==> src/rtl/picmicro_pkg.sv <==
// Shared definitions for the PIC midrange fetch sequencer.
// Contents:
//   PC_OP_*              3-bit encodings of the pc_op opcode classes
//   PICMICRO_*_VECTOR    default reset and interrupt vectors
//   normalize_op()       folds the unused codes 6 and 7 onto NEXT
package picmicro_pkg;

    localparam logic [2:0] PC_OP_NEXT      = 3'd0;
    localparam logic [2:0] PC_OP_SKIP      = 3'd1;
    localparam logic [2:0] PC_OP_GOTO      = 3'd2;
    localparam logic [2:0] PC_OP_CALL      = 3'd3;
    localparam logic [2:0] PC_OP_RETURN    = 3'd4;
    localparam logic [2:0] PC_OP_PCL_WRITE = 3'd5;

    localparam int PICMICRO_RESET_VECTOR = 0;
    localparam int PICMICRO_INT_VECTOR   = 4;

    // Codes above PCL_WRITE carry no meaning and execute as NEXT.
    function automatic logic [2:0] normalize_op(input logic [2:0] op);
        logic [2:0] res;
        if (op > PC_OP_PCL_WRITE) begin
            res = PC_OP_NEXT;
        end else begin
            res = op;
        end
        return res;
    endfunction

endpackage

==> src/rtl/picmicro_fetch_sequencer_if.sv <==
// Bus bundle between the core decode logic and the fetch sequencer.
// master: drives stall, pc_op, target, pclath, pcl_data, irq.
// slave : the sequencer; drives q_phase, instr_rd_en, pc, flush,
//         irq_ack, stack_overflow, stack_underflow.
interface picmicro_fetch_sequencer_if #(
    parameter int PC_WIDTH = 13,
    parameter int Q_PHASES = 4
);
    localparam int Q_W = $clog2(Q_PHASES);

    logic                  stall;
    logic [2:0]            pc_op;
    logic [10:0]           target;
    logic [PC_WIDTH-9:0]   pclath;
    logic [7:0]            pcl_data;
    logic                  irq;
    logic [Q_W-1:0]        q_phase;
    logic                  instr_rd_en;
    logic [PC_WIDTH-1:0]   pc;
    logic                  flush;
    logic                  irq_ack;
    logic                  stack_overflow;
    logic                  stack_underflow;

    modport master (
        output stall, pc_op, target, pclath, pcl_data, irq,
        input  q_phase, instr_rd_en, pc, flush, irq_ack,
               stack_overflow, stack_underflow
    );

    modport slave (
        input  stall, pc_op, target, pclath, pcl_data, irq,
        output q_phase, instr_rd_en, pc, flush, irq_ack,
               stack_overflow, stack_underflow
    );
endinterface

==> src/rtl/picmicro_return_stack.sv <==
// Circular hardware return stack.
// Ports: clk, rst_n (async active-low), push/push_data, pop, top (entry a
// pop returns), overflow/underflow (combinational, valid with push/pop).
// Pushing when full overwrites the oldest entry; popping when empty still
// moves the pointer. Optional macro PICMICRO_STACK_FLAGS_EN builds the
// occupancy counter and the overflow/underflow flags; otherwise both are 0.
module picmicro_return_stack #(
    parameter int DEPTH = 8,
    parameter int WIDTH = 13
) (
    input  logic             clk,
    input  logic             rst_n,
    input  logic             push,
    input  logic             pop,
    input  logic [WIDTH-1:0] push_data,
    output logic [WIDTH-1:0] top,
    output logic             overflow,
    output logic             underflow
);
    localparam int PTR_W = $clog2(DEPTH);

    logic [WIDTH-1:0] mem_r [DEPTH];
    logic [PTR_W-1:0] sp_r;
    logic [PTR_W-1:0] sp_dec_s;

    assign sp_dec_s = sp_r - PTR_W'(1);
    assign top      = mem_r[sp_dec_s];

    // Stack pointer: wraps freely in both directions.
    always_ff @(posedge clk or negedge rst_n) begin
        if (!rst_n) begin
            sp_r <= {PTR_W{1'b0}};
        end else if (push) begin
            sp_r <= sp_r + PTR_W'(1);
        end else if (pop) begin
            sp_r <= sp_dec_s;
        end else begin
            sp_r <= sp_r;
        end
    end

    // Entry storage; contents are don't-care after reset.
    always_ff @(posedge clk) begin
        if (push) begin
            mem_r[sp_r] <= push_data;
        end
    end

`ifdef PICMICRO_STACK_FLAGS_EN
    logic [PTR_W:0] count_r;

    // Occupancy counter saturating at 0 and DEPTH.
    always_ff @(posedge clk or negedge rst_n) begin
        if (!rst_n) begin
            count_r <= {(PTR_W+1){1'b0}};
        end else if (push && (count_r != (PTR_W+1)'(DEPTH))) begin
            count_r <= count_r + (PTR_W+1)'(1);
        end else if (pop && (count_r != {(PTR_W+1){1'b0}})) begin
            count_r <= count_r - (PTR_W+1)'(1);
        end else begin
            count_r <= count_r;
        end
    end

    assign overflow  = push && (count_r == (PTR_W+1)'(DEPTH));
    assign underflow = pop  && (count_r == {(PTR_W+1){1'b0}});
`else
    assign overflow  = 1'b0;
    assign underflow = 1'b0;
`endif

endmodule

==> src/rtl/picmicro_fetch_sequencer.sv <==
// Instruction-cycle sequencer for the PIC midrange core: Q-phase counter,
// program-memory fetch strobe, program counter, return stack, interrupts.
// Ports: clk, rst (async active-low), bus (slave modport of
// picmicro_fetch_sequencer_if, carrying all opcode inputs and outputs).
// Optional macro PICMICRO_STACK_FLAGS_EN enables stack_overflow and
// stack_underflow; without it both outputs stay 0.
module picmicro_fetch_sequencer
    import picmicro_pkg::*;
#(
    parameter int PC_WIDTH     = 13,
    parameter int STACK_DEPTH  = 8,
    parameter int Q_PHASES     = 4,
    parameter int RESET_VECTOR = PICMICRO_RESET_VECTOR,
    parameter int INT_VECTOR   = PICMICRO_INT_VECTOR
) (
    input  logic                        clk,
    input  logic                        rst,
    picmicro_fetch_sequencer_if.slave   bus
);
    localparam int             Q_W    = $clog2(Q_PHASES);
    localparam logic [Q_W-1:0] Q_LAST = Q_W'(Q_PHASES - 1);

    logic [Q_W-1:0]      q_phase_r;
    logic [PC_WIDTH-1:0] pc_r;
    logic                flush_r;

    logic                decide_s;
    logic [PC_WIDTH-1:0] pc_inc_s;
    logic [PC_WIDTH-1:0] goto_pc_s;
    logic [PC_WIDTH-1:0] pc_next_s;
    logic                flush_next_s;
    logic                push_s;
    logic                pop_s;
    logic [PC_WIDTH-1:0] push_data_s;
    logic [PC_WIDTH-1:0] top_s;
    logic                irq_take_s;
    logic                overflow_s;
    logic                underflow_s;

    // Decision operands: the Q4 gate, pc+1, and the paged GOTO/CALL target.
    always_comb begin
        decide_s  = (q_phase_r == Q_LAST) && !bus.stall;
        pc_inc_s  = pc_r + PC_WIDTH'(1);
        // Upper bits come from PCLATH; the low 11 are the literal target.
        goto_pc_s        = {bus.pclath, 8'h00};
        goto_pc_s[10:0]  = bus.target;
    end

    // Q4 decision: next pc, next flush, stack traffic and interrupt take.
    always_comb begin
        pc_next_s    = pc_r;
        flush_next_s = flush_r;
        push_s       = 1'b0;
        pop_s        = 1'b0;
        push_data_s  = pc_r;
        irq_take_s   = 1'b0;
        if (decide_s) begin
            if (flush_r) begin
                // Forced NOP: op and irq ignored.
                pc_next_s    = pc_inc_s;
                flush_next_s = 1'b0;
            end else begin
                case (normalize_op(bus.pc_op))
                    PC_OP_SKIP: begin
                        flush_next_s = 1'b1;
                        if (bus.irq) begin
                            // Skipped word is never executed: resume after it.
                            irq_take_s  = 1'b1;
                            push_s      = 1'b1;
                            push_data_s = pc_inc_s;
                            pc_next_s   = PC_WIDTH'(INT_VECTOR);
                        end else begin
                            pc_next_s   = pc_inc_s;
                        end
                    end
                    PC_OP_GOTO: begin
                        pc_next_s    = goto_pc_s;
                        flush_next_s = 1'b1;
                    end
                    PC_OP_CALL: begin
                        push_s       = 1'b1;
                        push_data_s  = pc_r;
                        pc_next_s    = goto_pc_s;
                        flush_next_s = 1'b1;
                    end
                    PC_OP_RETURN: begin
                        pop_s        = 1'b1;
                        pc_next_s    = top_s;
                        flush_next_s = 1'b1;
                    end
                    PC_OP_PCL_WRITE: begin
                        pc_next_s    = {bus.pclath, bus.pcl_data};
                        flush_next_s = 1'b1;
                    end
                    default: begin
                        if (bus.irq) begin
                            // Fetched word at pc has not executed yet.
                            irq_take_s   = 1'b1;
                            push_s       = 1'b1;
                            push_data_s  = pc_r;
                            pc_next_s    = PC_WIDTH'(INT_VECTOR);
                            flush_next_s = 1'b1;
                        end else begin
                            pc_next_s    = pc_inc_s;
                            flush_next_s = 1'b0;
                        end
                    end
                endcase
            end
        end else begin
            flush_next_s = flush_r;
        end
    end

    // Sequencer state: phase counter, pc and flush, frozen by stall.
    always_ff @(posedge clk or negedge rst) begin
        if (!rst) begin
            q_phase_r <= {Q_W{1'b0}};
            pc_r      <= PC_WIDTH'(RESET_VECTOR);
            flush_r   <= 1'b1;
        end else if (!bus.stall) begin
            q_phase_r <= (q_phase_r == Q_LAST) ? {Q_W{1'b0}} : q_phase_r + Q_W'(1);
            pc_r      <= pc_next_s;
            flush_r   <= flush_next_s;
        end else begin
            q_phase_r <= q_phase_r;
            pc_r      <= pc_r;
            flush_r   <= flush_r;
        end
    end

    picmicro_return_stack #(
        .DEPTH (STACK_DEPTH),
        .WIDTH (PC_WIDTH)
    ) u_stack (
        .clk       (clk),
        .rst_n     (rst),
        .push      (push_s),
        .pop       (pop_s),
        .push_data (push_data_s),
        .top       (top_s),
        .overflow  (overflow_s),
        .underflow (underflow_s)
    );

    assign bus.q_phase         = q_phase_r;
    assign bus.pc              = pc_r;
    assign bus.flush           = flush_r;
    assign bus.instr_rd_en     = decide_s;
    assign bus.irq_ack         = irq_take_s;
    assign bus.stack_overflow  = overflow_s;
    assign bus.stack_underflow = underflow_s;

endmodule

==> src/flat_wrapper.sv <==
// flat-port wrapper written by rule: the top's interface ports become plain ports
module picmicro_fetch_sequencer_flat import picmicro_pkg::*;
#(
    parameter int PC_WIDTH     = 13,
    parameter int STACK_DEPTH  = 8,
    parameter int Q_PHASES     = 4,
    parameter int RESET_VECTOR = PICMICRO_RESET_VECTOR,
    parameter int INT_VECTOR   = PICMICRO_INT_VECTOR
)
  (clk, rst, bus_stall, bus_pc_op, bus_target, bus_pclath, bus_pcl_data, bus_irq, bus_q_phase, bus_instr_rd_en, bus_pc, bus_flush, bus_irq_ack, bus_stack_overflow, bus_stack_underflow);
  picmicro_fetch_sequencer_if #(.PC_WIDTH(PC_WIDTH), .Q_PHASES(Q_PHASES)) bus_i ();
  input  logic clk;
  input  logic rst;
  input wire logic [$bits(bus_i.stall)-1:0] bus_stall;
  input wire logic [$bits(bus_i.pc_op)-1:0] bus_pc_op;
  input wire logic [$bits(bus_i.target)-1:0] bus_target;
  input wire logic [$bits(bus_i.pclath)-1:0] bus_pclath;
  input wire logic [$bits(bus_i.pcl_data)-1:0] bus_pcl_data;
  input wire logic [$bits(bus_i.irq)-1:0] bus_irq;
  output wire logic [$bits(bus_i.q_phase)-1:0] bus_q_phase;
  output wire logic [$bits(bus_i.instr_rd_en)-1:0] bus_instr_rd_en;
  output wire logic [$bits(bus_i.pc)-1:0] bus_pc;
  output wire logic [$bits(bus_i.flush)-1:0] bus_flush;
  output wire logic [$bits(bus_i.irq_ack)-1:0] bus_irq_ack;
  output wire logic [$bits(bus_i.stack_overflow)-1:0] bus_stack_overflow;
  output wire logic [$bits(bus_i.stack_underflow)-1:0] bus_stack_underflow;
  assign bus_i.stall = bus_stall;
  assign bus_i.pc_op = bus_pc_op;
  assign bus_i.target = bus_target;
  assign bus_i.pclath = bus_pclath;
  assign bus_i.pcl_data = bus_pcl_data;
  assign bus_i.irq = bus_irq;
  assign bus_q_phase = bus_i.q_phase;
  assign bus_instr_rd_en = bus_i.instr_rd_en;
  assign bus_pc = bus_i.pc;
  assign bus_flush = bus_i.flush;
  assign bus_irq_ack = bus_i.irq_ack;
  assign bus_stack_overflow = bus_i.stack_overflow;
  assign bus_stack_underflow = bus_i.stack_underflow;
  picmicro_fetch_sequencer #(.PC_WIDTH(PC_WIDTH), .STACK_DEPTH(STACK_DEPTH), .Q_PHASES(Q_PHASES), .RESET_VECTOR(RESET_VECTOR), .INT_VECTOR(INT_VECTOR)) u_core (.clk(clk), .rst(rst), .bus(bus_i));
endmodule
==> config.mk <==
export PLATFORM = sky130hd
export DESIGN_NAME = picmicro_fetch_sequencer_flat
export DESIGN_NICKNAME = d
export VERILOG_FILES = /design/src/rtl/picmicro_pkg.sv /design/src/rtl/picmicro_fetch_sequencer_if.sv /design/src/rtl/picmicro_return_stack.sv /design/src/rtl/picmicro_fetch_sequencer.sv /design/src/flat_wrapper.sv
export SDC_FILE = /design/constraint.sdc
export NUM_CORES = 1
export LEC_CHECK = 0
export CELL_PAD_IN_SITES_DETAIL_PLACEMENT = 0
export CELL_PAD_IN_SITES_GLOBAL_PLACEMENT = 1
export CORE_ASPECT_RATIO = 0.8
export CORE_MARGIN = 4
export CORE_UTILIZATION = 29
export DETAILED_ROUTE_END_ITERATION = 10
export GPL_ROUTABILITY_DRIVEN = 0
export MAX_ROUTING_LAYER = met4
export PLACE_DENSITY_LB_ADDON = 0.1
export SLEW_MARGIN = 30
export SYNTH_ARGS = -nofsm -noshare
export SYNTH_HDL_FRONTEND = slang
export SYNTH_SLANG_ARGS = --single-unit
==> constraint.sdc <==
create_clock -name clk -period 3.3 [get_ports clk]
set_input_delay 0.66 -clock clk [delete_from_list [all_inputs] [get_ports clk]]
set_output_delay 0.66 -clock clk [all_outputs]
set_load 0.03 [all_outputs]
==> metrics.cfg, run 1 <==
[outcome]
status=completed

[sta]
fin_skew_ns=0.00793
slew_violations=0
hold_viol=0
setup_viol=0
finalCritPeriodShare_pct=81.9
fin_hold_ws_ns=0.518
worst_pin_slew_ns=0.882
fmax_mhz=370
relSlewSlack_pct=40.6
finalSetupTns_ns=0
setup_slack_ns=0.598
rsz0062_at_grt=false
period_needed_ns=2.70

[logic_synthesis]
synth_ff_type=edfxtp_1
synth_edf_count=104
syn-cell-area_um2=5670
yosysSeqAreaShare_pct=63.5
synth_cells=401
synth.distinct_cells=51
ys_warn_count=0
async_flop_share_pct=15.4
synth-seq-cells=123
avgSynthCellArea_um2=14.1

[power]
seqPwrFrac_pct=34.2
vdd_ir_drop_max_v=0.000322
power.internal_w=0.00422
comb_power_share_pct=33.6
clockPowerShare_pct=32.2
p_switching_w=0.00209
sw_frac_of_total_pct=33.2
power_density_nw_per_um2=857
total_power_w=0.00631
power.static_leakage_nw=2.60

[clock_tree]
cts.sinks=123
cts_resized=0
root_buffer=clkbuf_16
clockBufferDepth=2
cts_hold_buf=0
tritoncts=yes
cts_setup_buffers=0
cts_buffers=17
clock_latency_ns=0.41
cts.clk_slew.worst_paths_ns=0.06
htree_levels=4

[worst_setup_path]
cp.required_ns=2.64
path_cells=clkdlybuf4s50_1, buf_4, nand2b_1, inv_1, buf_4
critPathKind=input pin to output port
start_kind=input pin
cp_slowest_stage_delay_ns=0.45
worstPathArrival_ns=2.04
crit_top_cell=buf_4
crit_slowest_cell=clkdlybuf4s50_1
cp-end-kind=output port
path_max_fanout=12

[layout]
area_growth_pct=30.1
diodes=0
drive_gt1_share_pct=18.8
nets=523

[floorplanning]
dieArea_um2=21900
die_h_um=133
num_rows=45
io_pins=51
core_um2=19100
initial_core_util_pct=29.7
die_w_um=164

[placement]
port_buffers=48
dp_hpwl_mm=11.3
dpl_worst_slack_ns=0.262

[grt]
grt_pass1_wl_mm=24.4
grt_pass1_vias=3713
overflow=0
grt_max_degree=28
antenna_found_initial=0
track_usage_pct=15.9

[route]
drt_iter0_markers=298
vias_per_cell=4.85
firstDrtPassIters=4
ant_nets=0
wl_per_cell_um=21.4
via_count=3675
wl_mm=16.2
drc=0

[flow_run]
max_cap_violations=0

[worst_hold_path]
hp-class=flip-flop to flip-flop

-- Yosys cell counts (3+ instances only) --
cell / instances / area share [%]
a21o_1: 6 / 0.79
a21oi_1: 16 / 1.4
a221oi_1: 4 / 0.62
a22oi_1: 5 / 0.66
a31oi_1: 4 / 0.44
a32oi_1: 10 / 1.5
and3_1: 5 / 0.55
buf_2: 6 / 0.53
buf_4: 4 / 0.53
clkbuf_1: 11 / 0.73
dfrtp_1: 18 / 8.0
edfxtp_1: 104 / 55
ha_1: 5 / 1.1
inv_1: 8 / 0.53
mux2i_1: 18 / 3.2
mux4_1: 8 / 3.7
mux4_2: 10 / 4.0
nand2_1: 37 / 2.5
nand2b_1: 4 / 0.44
nand3_1: 13 / 1.1
nand4_1: 3 / 0.33
nor2_1: 21 / 1.4
nor2b_1: 5 / 0.55
nor3_1: 9 / 0.79
nor3b_1: 3 / 0.40
nor4_1: 4 / 0.44
o2111ai_1: 3 / 0.46
o211ai_1: 4 / 0.53
o21ai_0: 14 / 1.2
xnor2_1: 11 / 1.7
xor2_1: 4 / 0.62
-- layout by cell type, fill, tap and decap left out, drive strengths merged, types with 4 or more instances in the layout --
cell / netlist / final
a21o: 6 / 6
a21oi: 16 / 16
a221oi: 4 / 4
a22oi: 5 / 5
a31oi: 4 / 4
a32oi: 10 / 10
and3: 5 / 5
buf: 12 / 43
bufinv: 0 / 5
clkbuf: 11 / 19
clkdlybuf4s50: 0 / 46
clkinv: 1 / 4
dfrtp: 18 / 18
edfxtp: 104 / 104
ha: 5 / 5
inv: 8 / 11
mux2i: 18 / 18
mux4: 18 / 18
nand2: 37 / 37
nand2b: 4 / 4
nand3: 13 / 13
nor2: 21 / 21
nor2b: 5 / 5
nor3: 9 / 9
nor3b: 4 / 4
nor4: 4 / 4
o211ai: 4 / 4
o21ai: 14 / 14
xnor2: 11 / 11
xor2: 5 / 5
-- registers in the layout, summed over array words and instances (netlist names) --
signal,cells
u_core.u_stack.sp_r,3
u_core.bus.flush,1
u_core.bus.pc,13
u_core.u_stack.mem_r,104
u_core.bus.q_phase,2
-- worst max-delay path, delay by kind of cell --
kind,cells,cell delay (ns)
AND/OR/NAND/NOR,1,0.15
buffers and inverters,4,1.23
-- stage by stage --
stage	cell area, µm²	util, %	std cells
detailed placement	6720	35.2	726
global route	7370	38.6	758
global placement	6720	35.2	726
floorplan	5670	-	402
CTS	7370	38.6	758
finish	7370	38.6	758
-- metal layers --
layer | wire, µm | GRT usage (%)
met2 | 7490 | 22.7
met4 | 84 | 4.56
met3 | 697 | 3.21
met5 | 0 | -
met1 | 7960 | 23.0
-- path summary, 6_finish.rpt --
check	slack [ns]	cells past startpoint	start	end
max	0.60	5	bus_stall	bus_instr_rd_en
min	0.52	2	u_core.bus.flush	u_core.bus.flush
max reg2reg	0.65	8	u_core.u_stack.sp_r[1]	u_core.bus.pc[10]
min reg2reg	0.52	2	u_core.bus.flush	u_core.bus.flush
max in group asynchronous	2.42	2	rst	u_core.bus.flush
min in group asynchronous	0.60	2	rst	u_core.bus.q_phase[1]
-- kinds of logic after synthesis --
group,Yosys count,synth area share [%]
muxes,38,11.3
xor gates and xnor gates,16,2.61
DFF,123,63.5
and+or+nand+nor,110,9.39
other,1,0.0662
AOI/OAI and AO/OA,76,9.25
adders and majority gates,5,1.10
buffers and inverters,32,2.78
-- power groups by stage --
stage / Sequential (W) / Combinational (W) / Clock (W)
floorplan: 0.00227 / 0.00123 / 0
global placement: 0.00219 / 0.00215 / 0
detailed placement: 0.00219 / 0.00216 / 0
CTS: 0.00216 / 0.00217 / 0.00208
global route: 0.00218 / 0.00233 / 0.00215
finish: 0.00216 / 0.00212 / 0.00203
-- final cells by class --
| cell class | count | area [µm²] |
|---|---|---|
| Multi-Input combinational cell | 247 | 1940 |
| Fill cell | 1822 | 11700 |
| Inverter | 9 | 33.8 |
| Clock buffer | 19 | 433 |
| Clock inverter | 13 | 214 |
| Sequential cell | 123 | 3600 |
| Timing Repair Buffer | 89 | 821 |
| Tap cell | 258 | 323 |
(Power assumes the default switching activity.)
==> run 2: changes to the inputs <==
clock period = 2.8 ns   (was 3.3 ns; I/O delays follow)
==> run 2 against run 1 <==
Flip-flop and latch count unchanged; cell area up 1.3%; critical endpoint is now u_core.u_stack.mem_r[4][5]; critical path type is now flip-flop to flip-flop; non-clock buffer count up 11.
==> metrics.cfg, run 2 (synthesized netlist as in run 1, its figures left out) <==
[clock_tree]
root_buffer=clkbuf_16
htree_levels=4  ; unchanged
cts_buffers=17  ; unchanged
clock_latency_ns=0.42  ; about the same
cts_hold_buf=0  ; unchanged
clockBufferDepth=2  ; unchanged
cts_resized=0  ; unchanged
cts.clk_slew.worst_paths_ns=0.06  ; about the same
cts_setup_buffers=0  ; unchanged
tritoncts=yes
cts.sinks=123  ; unchanged

[route]
drc=0  ; unchanged
via_count=3778  ; +2.8%
vias_per_cell=4.91  ; +1.3%
wl_per_cell_um=20.8  ; -2.7%
drt_iter0_markers=254  ; -15%
firstDrtPassIters=4  ; unchanged
ant_nets=0  ; unchanged
wl_mm=16.0  ; -1.3%

[grt]
use_met1_pct=22.7  ; -0.33 points
track_usage_pct=15.6  ; -0.33 points
grt_pass1_wl_mm=24.0  ; -1.4%
grt_util_met2_pct=21.7  ; -1.1 points
grt_max_degree=28  ; unchanged
overflow=0  ; unchanged
antenna_found_initial=0  ; unchanged
grt_pass1_vias=3792  ; +2.1%
grt.busiest_layer=met1
met3_usage_pct=3.67  ; +0.47 points

[flow_run]
max_cap_violations=0  ; unchanged

[sta]
period_needed_ns=2.55
fin_skew_ns=0.00873  ; +0.000801 ns
worst_pin_slew_ns=0.917  ; +0.0350 ns
rsz0062_at_grt=false
fmax_mhz=393
hold_viol=0  ; unchanged
relSlewSlack_pct=38.2  ; -2.4 points
setup_viol=0  ; unchanged
finalCritPeriodShare_pct=90.9
finalSetupTns_ns=0  ; unchanged
slew_violations=0  ; unchanged

[placement]
dpl.cell_count=737  ; +1.5%
port_buffers=48  ; unchanged
dp_hpwl_mm=11.6  ; +2.9%

[power]
power.static_leakage_nw=2.65  ; +2.2%
power_density_nw_per_um2=999  ; +17%
vdd_ir_drop_max_v=0.000365  ; +13%

[worst_setup_path]
critPathKind=flip-flop to flip-flop
path_max_fanout=8  ; -4
worstPathArrival_ns=2.66  ; +0.62 ns
cp-end-kind=flip-flop
start_kind=flip-flop
reg2reg_slack_ns=0.25  ; -0.40 ns
cp.required_ns=2.92  ; +0.28 ns

[layout]
largest_register_ffs=104  ; unchanged
diodes=0  ; unchanged
utilization_pct=39.1  ; +0.50 points
area_growth_pct=31.8
layout_common_cells=104 x edfxtp_1, 49 x buf_4, 46 x clkdlybuf4s50_1
final_common_cell=edfxtp_1
top_register=u_core.u_stack.mem_r
nets=534  ; +2.1%
multi_input_comb_area_um2=1940  ; unchanged
nFillCells=1804  ; -0.99%
finalNonFillerCells=769  ; +1.5%
drive_gt1_share_pct=20.9  ; +2.1 points
ff_latch_area_um2=3600  ; unchanged

[floorplanning]
dieArea_um2=21900  ; unchanged
io_pins=51  ; unchanged
num_rows=45  ; unchanged
initial_core_util_pct=29.7  ; unchanged
die_w_um=164  ; unchanged
core_um2=19100  ; unchanged
die_h_um=133  ; unchanged

[worst_hold_path]
hp-class=input pin to async pin

[outcome]
status=completed

-- run 2: cell types whose count changed in the layout (fill, tap and decap cells not counted) --
| cell | delta |
|---|---|
| buf_4 | +9 |
| clkbuf_1 | -2 |
| bufinv_16 | -1 |
| inv_6 | +3 |
| buf_12 | +2 |
-- run 2: area by class of cell --
class                   instances  area share, %
repair buffers                100           12.4
clock inverters                15           2.82
well taps                     258           4.32
inverters                       9          0.453
multi-input cells             247           26.0
clock buffers                  17           5.70
flip-flops and latches        123           48.2
-- run 2: worst max-delay path: stages (launching register included) --
cell     delay (ns)
dfrtp_1        0.39
ha_1           0.22
or3b_1         0.41
nor3b_2        0.26
and2_1         0.21
buf_12         0.13
nand2_1        0.06
xnor2_1        0.55
-- run 2: worst paths after layout --
kind,from,end,cells past startpoint
max in group asynchronous,rst,u_core.bus.flush,2
max,u_core.bus.q_phase[0],u_core.u_stack.mem_r[4][5],7
max reg2reg,u_core.bus.q_phase[0],u_core.u_stack.mem_r[4][5],7
min,rst,u_core.bus.q_phase[0],2
min reg2reg,u_core.bus.flush,u_core.bus.flush,2
min in group clk,u_core.bus.flush,u_core.bus.flush,2
-- run 2: where the power goes --
group          internal [W]  switching (W)
registers           0.00231       0.000212
clock network       0.00151       0.000857
logic               0.00111        0.00146
-- run 2: through the flow --
step           instance area [µm²]  hold WS [ns]  setup slack (ns)  power [W]
2_1_floorplan                 5680         0.264            -0.356    0.00414
3_3_place_gp                  6830         0.520           -0.0553    0.00518
3_5_place_dp                  6830         0.522           -0.0970    0.00518
4_1_cts                       7460         0.494             0.237    0.00759
5_1_grt                       7460         0.499            0.0477    0.00786
6_report                      7460         0.495             0.255    0.00745
-- run 2: layer usage --
metal	wire length [µm]	vias to the layer above	part of all wire [%]
met5	0	-	0
met4	208	0	1.3
met3	608	14	3.8
met2	7170	68	45
met1	8040	1928	50
li1	-	1768	-
==> run 3: changes to the inputs <==
HOLD_SLACK_MARGIN = 0.12   (was not set)
==> results of run 3 <==
Final layout, timing and power as in run 2 (identical DEF).
